===== src/rtl/pwm_multi_channel.sv =====
// -----------------------------------------------------------------------------
// pwm_multi_channel
//   NUM_CH independent PWM channels that share one programmable period counter
//   and one clock prescaler. DUTY, PERIOD and PRESCALE writes go to shadow
//   registers. The shadow values are copied into the active registers only at a
//   period boundary or on sync_load, so the outputs never glitch.
//
//   Optional build macro: PWM_CENTER_ALIGN_EN
//     Defined  : the counter runs as a triangle (0..P..0). Reload and
//                period_tick happen at the bottom turnaround.
//     Undefined: the counter is edge-aligned (0..P, then wraps to 0).
//
// Ports
//   clk, rst     clock; asynchronous active-high reset
//   wr_en        register write strobe
//   wr_addr      0..NUM_CH-1 = DUTY[i], NUM_CH = PERIOD, NUM_CH+1 = PRESCALE
//   wr_data      write data
//   sync_load    load shadow->active now and restart the counters
//   en_out       per-channel output enable
//   en_pwm       per-channel PWM enable (0 = static high when enabled)
//   out          registered channel outputs
//   period_tick  one-cycle pulse, the cycle after each period boundary
//   cnt_val      current period counter
// -----------------------------------------------------------------------------

// Per-channel slice: duty shadow/active pair and the registered output.
module pwm_ch #(
  parameter int CNT_W = 8
) (
  input  logic             clk,
  input  logic             rst,
  input  logic             i_wr,
  input  logic [CNT_W-1:0] i_wr_data,
  input  logic             i_ld_sync,
  input  logic             i_ld_wrap,
  input  logic [CNT_W-1:0] i_cnt,
  input  logic             i_en_out,
  input  logic             i_en_pwm,
  output logic             o_out
);
  logic [CNT_W-1:0] r_duty_sh, r_duty_act, w_duty_sh_nxt;

  // A write in the same cycle as sync_load bypasses into the active value.
  assign w_duty_sh_nxt = i_wr ? i_wr_data : r_duty_sh;

  always_ff @(posedge clk or posedge rst) begin
    if (rst) begin
      r_duty_sh  <= '0;
      r_duty_act <= '0;
      o_out      <= 1'b0;
    end else begin
      r_duty_sh <= w_duty_sh_nxt;
      // A wrap loads the pre-edge shadow. A write on that edge waits for the next wrap.
      if (i_ld_sync)      r_duty_act <= w_duty_sh_nxt;
      else if (i_ld_wrap) r_duty_act <= r_duty_sh;
      // Count and active duty change on the same edge, so the comparison
      // always uses a matched pair. DUTY=0 or DUTY>PERIOD therefore never glitches.
      o_out <= i_en_out & (~i_en_pwm | (i_cnt < r_duty_act));
    end
  end
endmodule

module pwm_multi_channel #(
  parameter int NUM_CH = 16,
  parameter int CNT_W  = 8,
  parameter int ADDR_W = 6
) (
  input  logic              clk,
  input  logic              rst,
  input  logic              wr_en,
  input  logic [ADDR_W-1:0] wr_addr,
  input  logic [CNT_W-1:0]  wr_data,
  input  logic              sync_load,
  input  logic [NUM_CH-1:0] en_out,
  input  logic [NUM_CH-1:0] en_pwm,
  output logic [NUM_CH-1:0] out,
  output logic              period_tick,
  output logic [CNT_W-1:0]  cnt_val
);
  localparam logic [ADDR_W-1:0] A_PER = ADDR_W'(NUM_CH);
  localparam logic [ADDR_W-1:0] A_PSC = ADDR_W'(NUM_CH + 1);

  logic [CNT_W-1:0]  r_per_sh, r_per_act, r_psc_sh, r_psc_act;
  logic [CNT_W-1:0]  r_psc_cnt, r_cnt;
  logic [CNT_W-1:0]  w_per_sh_nxt, w_psc_sh_nxt, w_cnt_nxt;
  logic              w_tick, w_wrap;
  logic [NUM_CH-1:0] w_wr_ch;

  assign w_per_sh_nxt = (wr_en && wr_addr == A_PER) ? wr_data : r_per_sh;
  assign w_psc_sh_nxt = (wr_en && wr_addr == A_PSC) ? wr_data : r_psc_sh;

  assign w_tick  = (r_psc_cnt == r_psc_act);
  // A period ends on the tick whose next count is 0. Both counting modes use this rule.
  assign w_wrap  = w_tick && (w_cnt_nxt == '0);
  assign cnt_val = r_cnt;

`ifdef PWM_CENTER_ALIGN_EN
  logic r_dir_up, w_dir_nxt;

  always_comb begin
    w_dir_nxt = r_dir_up;
    w_cnt_nxt = r_cnt;
    if (r_dir_up) begin
      if (r_cnt >= r_per_act) begin
        // At the top, turn around. PERIOD=0 holds the counter at 0.
        w_cnt_nxt = (r_per_act == '0) ? '0 : r_per_act - CNT_W'(1);
        w_dir_nxt = 1'b0;
      end else begin
        w_cnt_nxt = r_cnt + CNT_W'(1);
      end
    end else begin
      w_cnt_nxt = r_cnt - CNT_W'(1);
    end
    if (w_cnt_nxt == '0) w_dir_nxt = 1'b1;
  end

  always_ff @(posedge clk or posedge rst) begin
    if (rst)            r_dir_up <= 1'b1;
    else if (sync_load) r_dir_up <= 1'b1;
    else if (w_tick)    r_dir_up <= w_dir_nxt;
  end
`else
  assign w_cnt_nxt = (r_cnt == r_per_act) ? '0 : r_cnt + CNT_W'(1);
`endif

  always_ff @(posedge clk or posedge rst) begin
    if (rst) begin
      r_per_sh    <= '1;
      r_per_act   <= '1;
      r_psc_sh    <= '0;
      r_psc_act   <= '0;
      r_psc_cnt   <= '0;
      r_cnt       <= '0;
      period_tick <= 1'b0;
    end else begin
      r_per_sh    <= w_per_sh_nxt;
      r_psc_sh    <= w_psc_sh_nxt;
      period_tick <= w_wrap && !sync_load;
      if (sync_load) begin
        r_per_act <= w_per_sh_nxt;
        r_psc_act <= w_psc_sh_nxt;
        r_psc_cnt <= '0;
        r_cnt     <= '0;
      end else begin
        r_psc_cnt <= w_tick ? '0 : r_psc_cnt + CNT_W'(1);
        if (w_tick) r_cnt <= w_cnt_nxt;
        // New PERIOD/PRESCALE apply only when the count restarts at 0.
        // A smaller PERIOD therefore cannot strand the counter above it.
        if (w_wrap) begin
          r_per_act <= r_per_sh;
          r_psc_act <= r_psc_sh;
        end
      end
    end
  end

  for (genvar g = 0; g < NUM_CH; g++) begin : g_ch
    assign w_wr_ch[g] = wr_en && (wr_addr == ADDR_W'(g));

    pwm_ch #(.CNT_W(CNT_W)) u_ch (
      .clk       (clk),
      .rst       (rst),
      .i_wr      (w_wr_ch[g]),
      .i_wr_data (wr_data),
      .i_ld_sync (sync_load),
      .i_ld_wrap (w_wrap),
      .i_cnt     (r_cnt),
      .i_en_out  (en_out[g]),
      .i_en_pwm  (en_pwm[g]),
      .o_out     (out[g])
    );
  end
endmodule


===== config.mk =====
export PLATFORM = sky130hd
export DESIGN_NAME = pwm_multi_channel
export DESIGN_NICKNAME = d
export VERILOG_FILES = /design/src/rtl/pwm_multi_channel.sv
export SDC_FILE = /design/constraint.sdc
export NUM_CORES = 1
export LEC_CHECK = 0
export ABC_AREA = 1
export CAP_MARGIN = 25
export CORE_AREA = 2 2 168 170
export CTS_BUF_LIST = sky130_fd_sc_hd__clkbuf_4
export DETAILED_ROUTE_END_ITERATION = 8
export DIE_AREA = 0 0 170 172
export PLACE_DENSITY_LB_ADDON = 0.08
export SLEW_MARGIN = 5
export SYNTH_ARGS = -nofsm -noshare
export SYNTH_HDL_FRONTEND = slang
export SYNTH_SLANG_ARGS = --single-unit

===== constraint.sdc =====
create_clock -name clk -period 15.8 [get_ports clk]
set_input_delay 3.16 -clock clk [delete_from_list [all_inputs] [get_ports clk]]
set_output_delay 3.16 -clock clk [all_outputs]
set_load 0.01 [all_outputs]

# After elaboration in Yosys (flattened, before gate mapping)
# Cells that the tools add are included.
totals:
  word_cells: 224
  output_inout_bits: 25
  inputBits: 50
  register_bits: 321
op_classes:
  add_sub_neg: 2
  bitwise: 48
  order_cmp: 16
  mux: 59
  n_eq_ne: 19
  reduce_logical: 25
ops:
  columns: ["op", "n"]
  rows:
  - ["$mux W8", 59]
  - ["$lt A8 B8 Y1", 16]
  - ["$eq A6 B4 Y1 const B", 8]
  - ["$eq A6 B3 Y1 const B", 4]
  - ["$logic_and A1 B1 Y1", 20]
  - ["$add A8 B1 Y8 const B", 2]
  - ["$and A1 B1 Y1", 16]
  - ["$eq A8 B8 Y1", 2]
  - ["$not A1 Y1", 16]
  - ["$or A1 B1 Y1", 16]
  - ["$eq A6 B2 Y1 const B", 2]
  - ["$eq A6 B5 Y1 const B", 2]
  - ["$logic_not A8 Y1", 1]
  - ["$eq A6 B1 Y1 const B", 1]
  - ["$logic_not A6 Y1", 1]
  - ["$reduce_bool A2 Y1", 2]
  - ["$logic_not A1 Y1", 1]

# Depth between registers and ports, before layout
# Gate-level depths: netlist of run 1.
depth:
  depth_word: 6
  mapped_depth: 16
  mapped_depth_nobuf: 14

# Modules after synthesis
# A second synthesis of run 1 with hierarchy kept.
hier_totals:
  cells_unflattened: 2096
  hier_area_um2: 18039.8
by_module_without_submodules:
  columns: ["mod", "seq_area_each_um2", "n_inst", "area_per_inst_um2", "cells_each"]
  rows:
  - ["pwm_ch", 425.4, 16, 949.7, 107]
  - ["pwm_multi_channel", 1246.2, 1, 2845.2, 384]

# Worst setup path after synthesis of run 1
# Ideal clock, no wire load.
synth_timing:
  path_kind: "input to register"
  from: "in wr_addr[5]"
  to: "reg g_ch[8].u_ch.r_duty_act[3]"
  setup_ps: 118
  required_time_ps: 15682
  setup_slack_ps: 11266
  cell_stages: 10
  n_path_buf: 2
  t_arrival_ps: 4416
  cell_sequence: "nor3_2 > buf_2 > nand3_1 > clkbuf_1 > nand2_1 > o21ai_0 > nand2_1 > nand2_1 > nand2_1 > nand2_1"
synth_between:
  elab_chain_len: 4
synth_lines:
  columns: ["item", "line_no", "rtl"]
  rows:
  - ["start, declared", "71", "input logic [ADDR_W-1:0] wr_addr,"]
  - ["$eq A6 B4 Y1", "158", "assign w_wr_ch[g] = wr_en && (wr_addr == ADDR_W'(g));"]
  - ["$logic_and A1 B1 Y1", "158", null]
  - ["$mux W8", "44", "assign w_duty_sh_nxt = i_wr ? i_wr_data : r_duty_sh;"]
  - ["named net g_ch[8].u_ch.w_duty_sh_nxt[3]", "41", "logic [CNT_W-1:0] r_duty_sh, r_duty_act, w_duty_sh_nxt;"]
  - ["$mux W8", "54", "if (i_ld_sync) r_duty_act <= w_duty_sh_nxt;"]
  - ["end signal, assigned", "54", null]
  - ["end signal, assigned", "55", "else if (i_ld_wrap) r_duty_act <= r_duty_sh;"]
  - ["end, declared", "41", null]
# The timed path passes the listed nets, and every way through them passes these cells.
# A chain may end at the register's enable or synchronous reset.

# Worst setup path in the final report of run 1
layout_timing:
  from: "in sync_load"
  to: "reg g_ch[12].u_ch.r_duty_act[3]"
layout_between:
  elab_chain_len: 1
  word_cells_on_any_way: 2
  classes_between: "1 x mux; 1 x reduce/logical"
layout_lines:
  columns: ["item", "line_no", "rtl"]
  rows:
  - ["start, declared", "73", "input logic sync_load,"]
  - ["$mux W8 or $reduce_bool A2 Y1 (tied branches)", null, null]
  - ["end signal, assigned", "54", null]
  - ["end signal, assigned", "55", null]
  - ["end, declared", "41", null]
# Several ways; a longest one is shown, not always the timed one.

==> metrics.md, run 1 <==
| Metric | Value |
|---|---|
| EDFF count, synth | `0` |
| Main combinational cell family by area after synthesis | `simple AND/OR/NAND/NOR gates` |
| Ratio of cells with drive above 1 in the final layout | `0.0904` |
| Number of max-cap violations | `0` |
| Deepest clock path buffer count | `3` |
| Max-slew violation count | `0` |
| Die boundary height | `roughly 170 um` |
| Data required time at the worst endpoint | `16430 ps` |
| Gate count of the mapped netlist | `around 2.2k` |
| Tightest Hold Check Type | `reg2reg` |
| Floorplan row count | `just over 60` |
| Sequential element share of the synthesized area | `0.471` |
| DRT iter0 DRCs | `1295` |
| Final min period | `5630 ps` |
| Power density normalized to cell area | `139 nW/um^2` |
| Core footprint | `27500 sq um` |
| Final setup TNS | `0 ps` |
| Flops & latches, synth | `321` |
| Slew HR | `0.281` |
| Vias after detailed routing | `14.9k` |
| Clock-pin slew on the worst setup and hold paths | `70 ps` |
| Starting density of the core | `0.623` |
| Data arrival time at the worst-slack endpoint | `6260 ps` |
| Cell type group with the largest total delay on the critical path | `buffers and inverters` |
| Clock share of power | `0.292` |
| Per-cell routed wire length | `between 15 and 20 um` |
| Setup repair after global routing missed its margin | `no` |
| Pre-antenna DRT Iters | `5` |
| Combinational share of power | `0.296` |
| Synthesized-area fraction occupied by adder cells | `0.0833` |
| Share of total power in sequential cells | `0.412` |
| Gpl congestion | `between 0.8 and 0.9` |
| Cell at the root of the clock tree | `sky130_fd_sc_hd__clkbuf_4` |
| Endpoint type of the worst setup path | `flip-flop` |
| Commonest register cell after synthesis | `sky130_fd_sc_hd__dfrtp_1` |
| Final #Nets | `roughly 2.4k` |
| Slowest Stage Delay on Critical Path | `870 ps` |
| Cell type of the slowest stage on the worst timing path | `sky130_fd_sc_hd__buf_4` |
| Sw Share | `0.363` |
| Congestion Overflow GR | `0` |
| Detail-routed via count per cell | `roughly 5.5` |
| Most frequent cells in the layout | `sky130_fd_sc_hd__nand2_1, sky130_fd_sc_hd__dfrtp_1, sky130_fd_sc_hd__inv_1` |
| Cell area after synthesis | `between 15000 and 20000 sq um` |
| Area of the die | `29200 sq um` |
| Setup crit start kind | `primary input` |
| Class of the most critical setup path | `in2reg` |
| Share of synthesized area spent on multiplexers | `0` |
| Synthesized area divided by synthesized cell count | `about 7.8 sq um` |
| Sink count of the clock tree | `~320` |
| Slack of the critical path | `10180 ps` |
| Actual slew at the worst max-slew pin | `1080 ps` |
| Post-CTS Hold Buffers | `0` |
| DP Wirelength | `24400 um` |
| Post_cts resized | `0` |
| Post-Synth XOR/XNOR Area | `0.00716` |
| Skew-Pair Late Insertion Delay | `~740 ps` |
| Leakage power figure | `just over 10 nW` |
| CTS Buf Count | `87` |
| Final Core Density | `0.696` |
| Fin. Hold Viols | `0` |
| GRT Resource Usage Total | `0.311` |
| Layout fillers | `2284` |
| Number of setup violations in the final report | `0` |
| TritonCTS clock tree | `built` |
| DRC Markers | `0` |
| Async set or reset register ratio after synthesis | `1.00` |
| Most frequent standard cell in the layout excluding fill and tap cells | `sky130_fd_sc_hd__nand2_1` |
| Number of antenna violations at the first check in global routing | `2` |
| Cell internal power dissipation | `1.70 mW` |
| Post-route fraction of the period consumed by the critical path | `0.356` |
| Num ports | `75` |
| Number of distinct library cells after synthesis | `31` |
| Final Skew | `57.7 ps` |
| Via count of the first global-routing pass | `between 10k and 15k` |
| Critical path buffers and inverters | `3` |
| Quantity of I/O buffers inserted on ports | `74` |
| Net switching component of the power | `967 uW` |
| Number of warnings issued by yosys | `0` |
| Largest net degree at the start of global routing | `133` |
| Die Wd | `between 150 and 200 um` |
| Growth of design area from synthesis to finish | `11.8%` |
| Basic-gate share of the synthesized area counting and, or, nand and nor cells | `0.276` |
| Area fraction in compound gates after synthesis | `0.0890` |
| Post-synth net total | `approximately 2.4k` |
| Total wirelength of the detailed-routed design | `43700 um` |
| Number of buffers added for setup after CTS | `0` |
| Outcome | `completed` |
| Global-route wire length before repair | `71900 um` |
| Highest clock rate | `178 MHz` |
| Worst VDD drop | `0.0795 mV` |
| Pre-CTS setup slack | `9620 ps` |
| Largest fanout on the critical path | `around 130` |
| Number of antenna-violating nets in the routed design | `0` |
| Series of cell instances along the critical path | `buf_4 > inv_8 > nand2_4 > buf_4 > nand2_1 > nand2_1` |
| CTS H-Tree Depth | `3` |
## power groups by stage
| stage | Sequential (mW) | Clock [mW] | Combinational [mW] |
|---|---|---|---|
| 6_report | 1.10 | 0.778 | 0.788 |
| 5_1_grt | 1.12 | 0.836 | 0.899 |
| 4_1_cts | 1.10 | 0.791 | 0.781 |
| 3_5_place_dp | 1.11 | 0 | 0.775 |
| 3_3_place_gp | 1.10 | 0 | 0.747 |
| 2_1_floorplan | 1.09 | 0 | 0.601 |
## cells in the mapped netlist, types with 3 or more instances
library cell	n	area [sq um]
sky130_fd_sc_hd__buf_1	20	75.1
sky130_fd_sc_hd__o22ai_1	3	18.8
sky130_fd_sc_hd__dfstp_2	16	420
sky130_fd_sc_hd__xor2_1	12	105
sky130_fd_sc_hd__o32ai_1	4	35.0
sky130_fd_sc_hd__a21o_1	16	120
sky130_fd_sc_hd__nor2_2	3	18.8
sky130_fd_sc_hd__inv_2	8	30.0
sky130_fd_sc_hd__ha_1	114	1430
sky130_fd_sc_hd__buf_6	7	78.8
sky130_fd_sc_hd__nand2_1	959	3600
sky130_fd_sc_hd__nand3_2	11	110
sky130_fd_sc_hd__nand4_1	4	25.0
sky130_fd_sc_hd__o21ai_0	152	761
sky130_fd_sc_hd__clkbuf_1	56	210
sky130_fd_sc_hd__dfrtp_1	305	7630
sky130_fd_sc_hd__buf_4	23	173
sky130_fd_sc_hd__a31oi_1	16	100
sky130_fd_sc_hd__a21oi_1	75	375
sky130_fd_sc_hd__buf_2	19	95.1
sky130_fd_sc_hd__o21ai_1	21	105
sky130_fd_sc_hd__nor2_1	32	120
sky130_fd_sc_hd__nand3_1	156	781
sky130_fd_sc_hd__inv_1	161	604
## per-stage QoR
step / hold WS, ps / cells / instance area [sq um] / power (mW)
after global placement: 487 / 2520 / 17800 / 1.85
after floorplan: 471 / 2206 / 17100 / 1.69
after detailed placement: 494 / 2522 / 17900 / 1.89
final: 504 / 2682 / 19100 / 2.66
after CTS: 502 / 2675 / 19000 / 2.67
after global routing: 519 / 2681 / 19100 / 2.85
## registers in the layout, summed over array words and instances (netlist names)
| name | flops |
|---|---|
| cnt_val | 8 |
| g_ch.u_ch.o_out | 16 |
| g_ch.u_ch.r_duty_act | 128 |
| g_ch.u_ch.r_duty_sh | 128 |
| period_tick | 1 |
| r_per_act | 8 |
| r_per_sh | 8 |
| r_psc_act | 8 |
| r_psc_cnt | 8 |
| r_psc_sh | 8 |
## cell type report
| type | instances | area, sq um | share of cell area |
|---|---|---|---|
| sequential | 321 | 8050 | 0.421 |
| multi-input combinational | 1591 | 7810 | 0.408 |
| timing repair buffer | 99 | 1030 | 0.0536 |
| clock buffer | 135 | 1010 | 0.0530 |
| inverter | 169 | 649 | 0.0339 |
| tap | 346 | 433 | 0.0226 |
| clock inverter | 18 | 139 | 0.00726 |
| antenna | 3 | 7.51 | 0.000392 |
## metal layers
metal	wire, um	GRT usage
met5	15	0
met4	1690	0.142
met3	2870	0.0485
met2	20200	0.510
met1	18900	0.411
## worst register-to-register path, stage by stage, from the launching register on
cell and delay, ps:
sky130_fd_sc_hd__dfrtp_1 410, sky130_fd_sc_hd__buf_4 400, sky130_fd_sc_hd__ha_1 260, sky130_fd_sc_hd__nand2_1 100, sky130_fd_sc_hd__nor2_1 120, sky130_fd_sc_hd__nand2_1 70
sky130_fd_sc_hd__xor2_1 160, sky130_fd_sc_hd__nand2_1 90, sky130_fd_sc_hd__nand2_1 50, sky130_fd_sc_hd__nor2_1 180, sky130_fd_sc_hd__nand3_4 120, sky130_fd_sc_hd__nand2_4 520
sky130_fd_sc_hd__buf_4 900, sky130_fd_sc_hd__nand2_1 230, sky130_fd_sc_hd__nand2_1 100
## cells by family (layout without fill, tap and decap cells)
group	after synthesis	count (layout)
simple gates	1175	1175
flops	321	321
buf+inv	294	421
compound gates	288	288
fa+ha+maj	114	114
xor+xnor	14	14
other cells	0	3
## path summary, 6_finish.rpt
kind	startpoint	end	slack (ps)	depth (start not counted)
min	r_per_act[1]$_DFFE_PP1P_	r_per_act[1]$_DFFE_PP1P_	500	2
min in group asynchronous	rst	r_psc_cnt[4]$_DFF_PP0_	2950	2
max	sync_load	g_ch[12].u_ch.r_duty_act[3]$_DFFE_PP0P_	10180	6
min reg2reg	r_per_act[1]$_DFFE_PP1P_	r_per_act[1]$_DFFE_PP1P_	500	2
max reg2reg	cnt_val[1]$_DFFE_PP0P_	g_ch[12].u_ch.r_duty_act[3]$_DFFE_PP0P_	12010	14
max in group asynchronous	rst	g_ch[8].u_ch.r_duty_sh[5]$_DFF_PP0_	11300	3
(Power assumes the default switching activity.)
==> run 2: changes to the inputs <==
CORE_AREA = 2 2 177 179   (was 2 2 168 170)
DIE_AREA = 0 0 179 181   (was 0 0 170 172)
clock period = 4.8 ns   (was 15.8 ns; I/O delays follow)
==> metrics.md, run 2 (synthesized netlist as in run 1, its figures left out) <==
| Metric | Value |
|---|---|
| Detail-routed via count per cell | `5.37` |
| DRC Markers | `0` |
| Cell total after placement | `2580` |
| Cell internal power dissipation | `5.57 mW` |
| Max-slew violation count | `0` |
| Final cell count without fillers | `2737` |
| Leakage power figure | `between 10 and 15 nW` |
| Setup repair after global routing missed its margin | `no` |
| Total power | `slightly below 9 mW` |
| Post_cts resized | `0` |
| Design area | `19300 sq um` |
| Ratio of cells with drive above 1 in the final layout | `0.0940` |
| Deepest clock path buffer count | `3` |
| Fin. Hold Viols | `0` |
| CTS H-Tree Depth | `3` |
| Most frequent standard cell in the layout excluding fill and tap cells | `sky130_fd_sc_hd__nand2_1` |
| Growth of design area from synthesis to finish | `12.6%` |
| Post-CTS Hold Buffers | `0` |
| TritonCTS clock tree | `built` |
| DRT iter0 DRCs | `1164` |
| Highest clock rate | `267 MHz` |
| Global-route wire length before repair | `roughly 72000 um` |
| Combinational share of power | `0.297` |
| Floorplan row count | `between 60 and 70` |
| Series of cell instances along the critical path | `buf_4 > nand3_1 > nor2_2 > nand3_1 > nand2_1 > nand2_1 > inv_2 > o21ai_1 > nand3_4 > buf_4 > buf_4 > nand3_1 > nand2_1` |
| Number of buffers added for setup after CTS | `0` |
| Endpoint type of the worst setup path | `flip-flop` |
| Per-cell routed wire length | `16.0 um` |
| Net switching component of the power | `3.14 mW` |
| Num ports | `75` |
| Final setup TNS | `0 ps` |
| Data arrival time at the worst-slack endpoint | `roughly 4400 ps` |
| Layout fillers | `2783` |
| Worst VDD drop | `0.326 mV` |
| Number of setup violations in the final report | `0` |
| Largest net degree at the start of global routing | `124` |
| Power density normalized to cell area | `between 400 and 500 nW/um^2` |
| Core footprint | `30300 sq um` |
| Number of antenna-violating nets in the routed design | `0` |
| DP Wirelength | `25400 um` |
| Total wirelength of the detailed-routed design | `43900 um` |
| Critical path buffers and inverters | `4` |
| Slew HR | `0.287` |
| GRT Resource Usage Total | `0.280` |
| Dpl cell area | `18100 sq um` |
| Congestion Overflow GR | `0` |
| Final #Nets | `2440` |
| Share of total power in sequential cells | `0.416` |
| Area of the die | `~32000 sq um` |
| Setup crit start kind | `flip-flop` |
| Starting density of the core | `0.564` |
| Cell type of the slowest stage on the worst timing path | `sky130_fd_sc_hd__buf_4` |
| Pre-antenna DRT Iters | `5` |
| Number of max-cap violations | `0` |
| Largest fanout on the critical path | `between 80 and 90` |
| Skew-Pair Late Insertion Delay | `730 ps` |
| Die boundary height | `approximately 180 um` |
| CTS Buf Count | `87` |
| Class of the most critical setup path | `reg2reg` |
| Most frequent cells in the layout | `sky130_fd_sc_hd__nand2_1, sky130_fd_sc_hd__dfrtp_1, sky130_fd_sc_hd__inv_1` |
| Post-route fraction of the period consumed by the critical path | `0.781` |
| Number of antenna violations at the first check in global routing | `2` |
| Data required time at the worst endpoint | `5430 ps` |
| Clock share of power | `0.287` |
| Vias after detailed routing | `about 15k` |
| Sink count of the clock tree | `321` |
| Slowest Stage Delay on Critical Path | `870 ps` |
| Slack of the critical path | `1050 ps` |
| Tightest Hold Check Type | `reg2reg` |
| Final Core Density | `0.635` |
| Outcome | `completed` |
| Sw Share | `0.360` |
| Largest registers in the final layout | `g_ch.u_ch.r_duty_act: 128 flops, g_ch.u_ch.r_duty_sh: 128 flops, g_ch.u_ch.o_out: 16 flops` |
| Final min period | `3750 ps` |
| Die Wd | `179 um` |
| Actual slew at the worst max-slew pin | `between 1000 and 1500 ps` |
| Pre-CTS setup slack | `1170 ps` |
| Cell at the root of the clock tree | `sky130_fd_sc_hd__clkbuf_4` |
| Final Skew | `61.7 ps` |
| Quantity of I/O buffers inserted on ports | `74` |
| Via count of the first global-routing pass | `14.3k` |
| Cell type group with the largest total delay on the critical path | `buffers and inverters` |
| Post-route worst hold slack | `496 ps` |
| Gpl congestion | `about 0.86` |
| Clock-pin slew on the worst setup and hold paths | `~60 ps` |
==> run 2: metal layers <==
| metal | vias to the layer above | track usage | part of all wire |
|---|---|---|---|
| met4 | 2 | 0.0959 | 0.021 |
| li1 | 7216 | - | - |
| met2 | 447 | 0.455 | 0.46 |
| met1 | 6958 | 0.378 | 0.45 |
| met5 | - | 0 | 0.00030 |
| met3 | 80 | 0.0509 | 0.064 |
==> run 2: final timing paths <==
check	start	endpoint	slack (ps)	cells after the start
min	r_per_act[0]$_DFFE_PP1P_	r_per_act[0]$_DFFE_PP1P_	500	2
max reg2reg	cnt_val[2]$_DFFE_PP0P_	g_ch[12].u_ch.r_duty_act[4]$_DFFE_PP0P_	1050	13
min in group asynchronous	rst	g_ch[2].u_ch.r_duty_sh[6]$_DFF_PP0_	580	2
max in group asynchronous	rst	r_per_sh[3]$_DFF_PP1_	3190	4
max	cnt_val[2]$_DFFE_PP0P_	g_ch[12].u_ch.r_duty_act[4]$_DFFE_PP0P_	1050	13
min reg2reg	r_per_act[0]$_DFFE_PP1P_	r_per_act[0]$_DFFE_PP1P_	500	2
==> run 2: cell type report <==
cell class              count  area [sq um]  share of cell area
diodes                      1          2.50            0.000130
clock buffers             137          1030              0.0534
clock inverters            16           105             0.00546
inverters                 169           646              0.0335
multi-input cells        1591          7810               0.405
flip-flops and latches    321          8050               0.418
well taps                 396           495              0.0257
repair buffers            106          1120              0.0584
==> run 2: tightest hold or removal path: stages, from the launching register on <==
cell,delay (ps)
sky130_fd_sc_hd__dfstp_2,370
sky130_fd_sc_hd__nand3_1,70
sky130_fd_sc_hd__nand2_1,50
==> run 2: power by group through the flow <==
stage                     clock network (mW)  registers [mW]  logic (mW)
final                                   2.50            3.62        2.58
after global routing                    2.71            3.69        2.96
after CTS                               2.57            3.62        2.60
after detailed placement                   0            3.66        2.58
after global placement                     0            3.65        2.49
after floorplan                            0            3.59        1.98
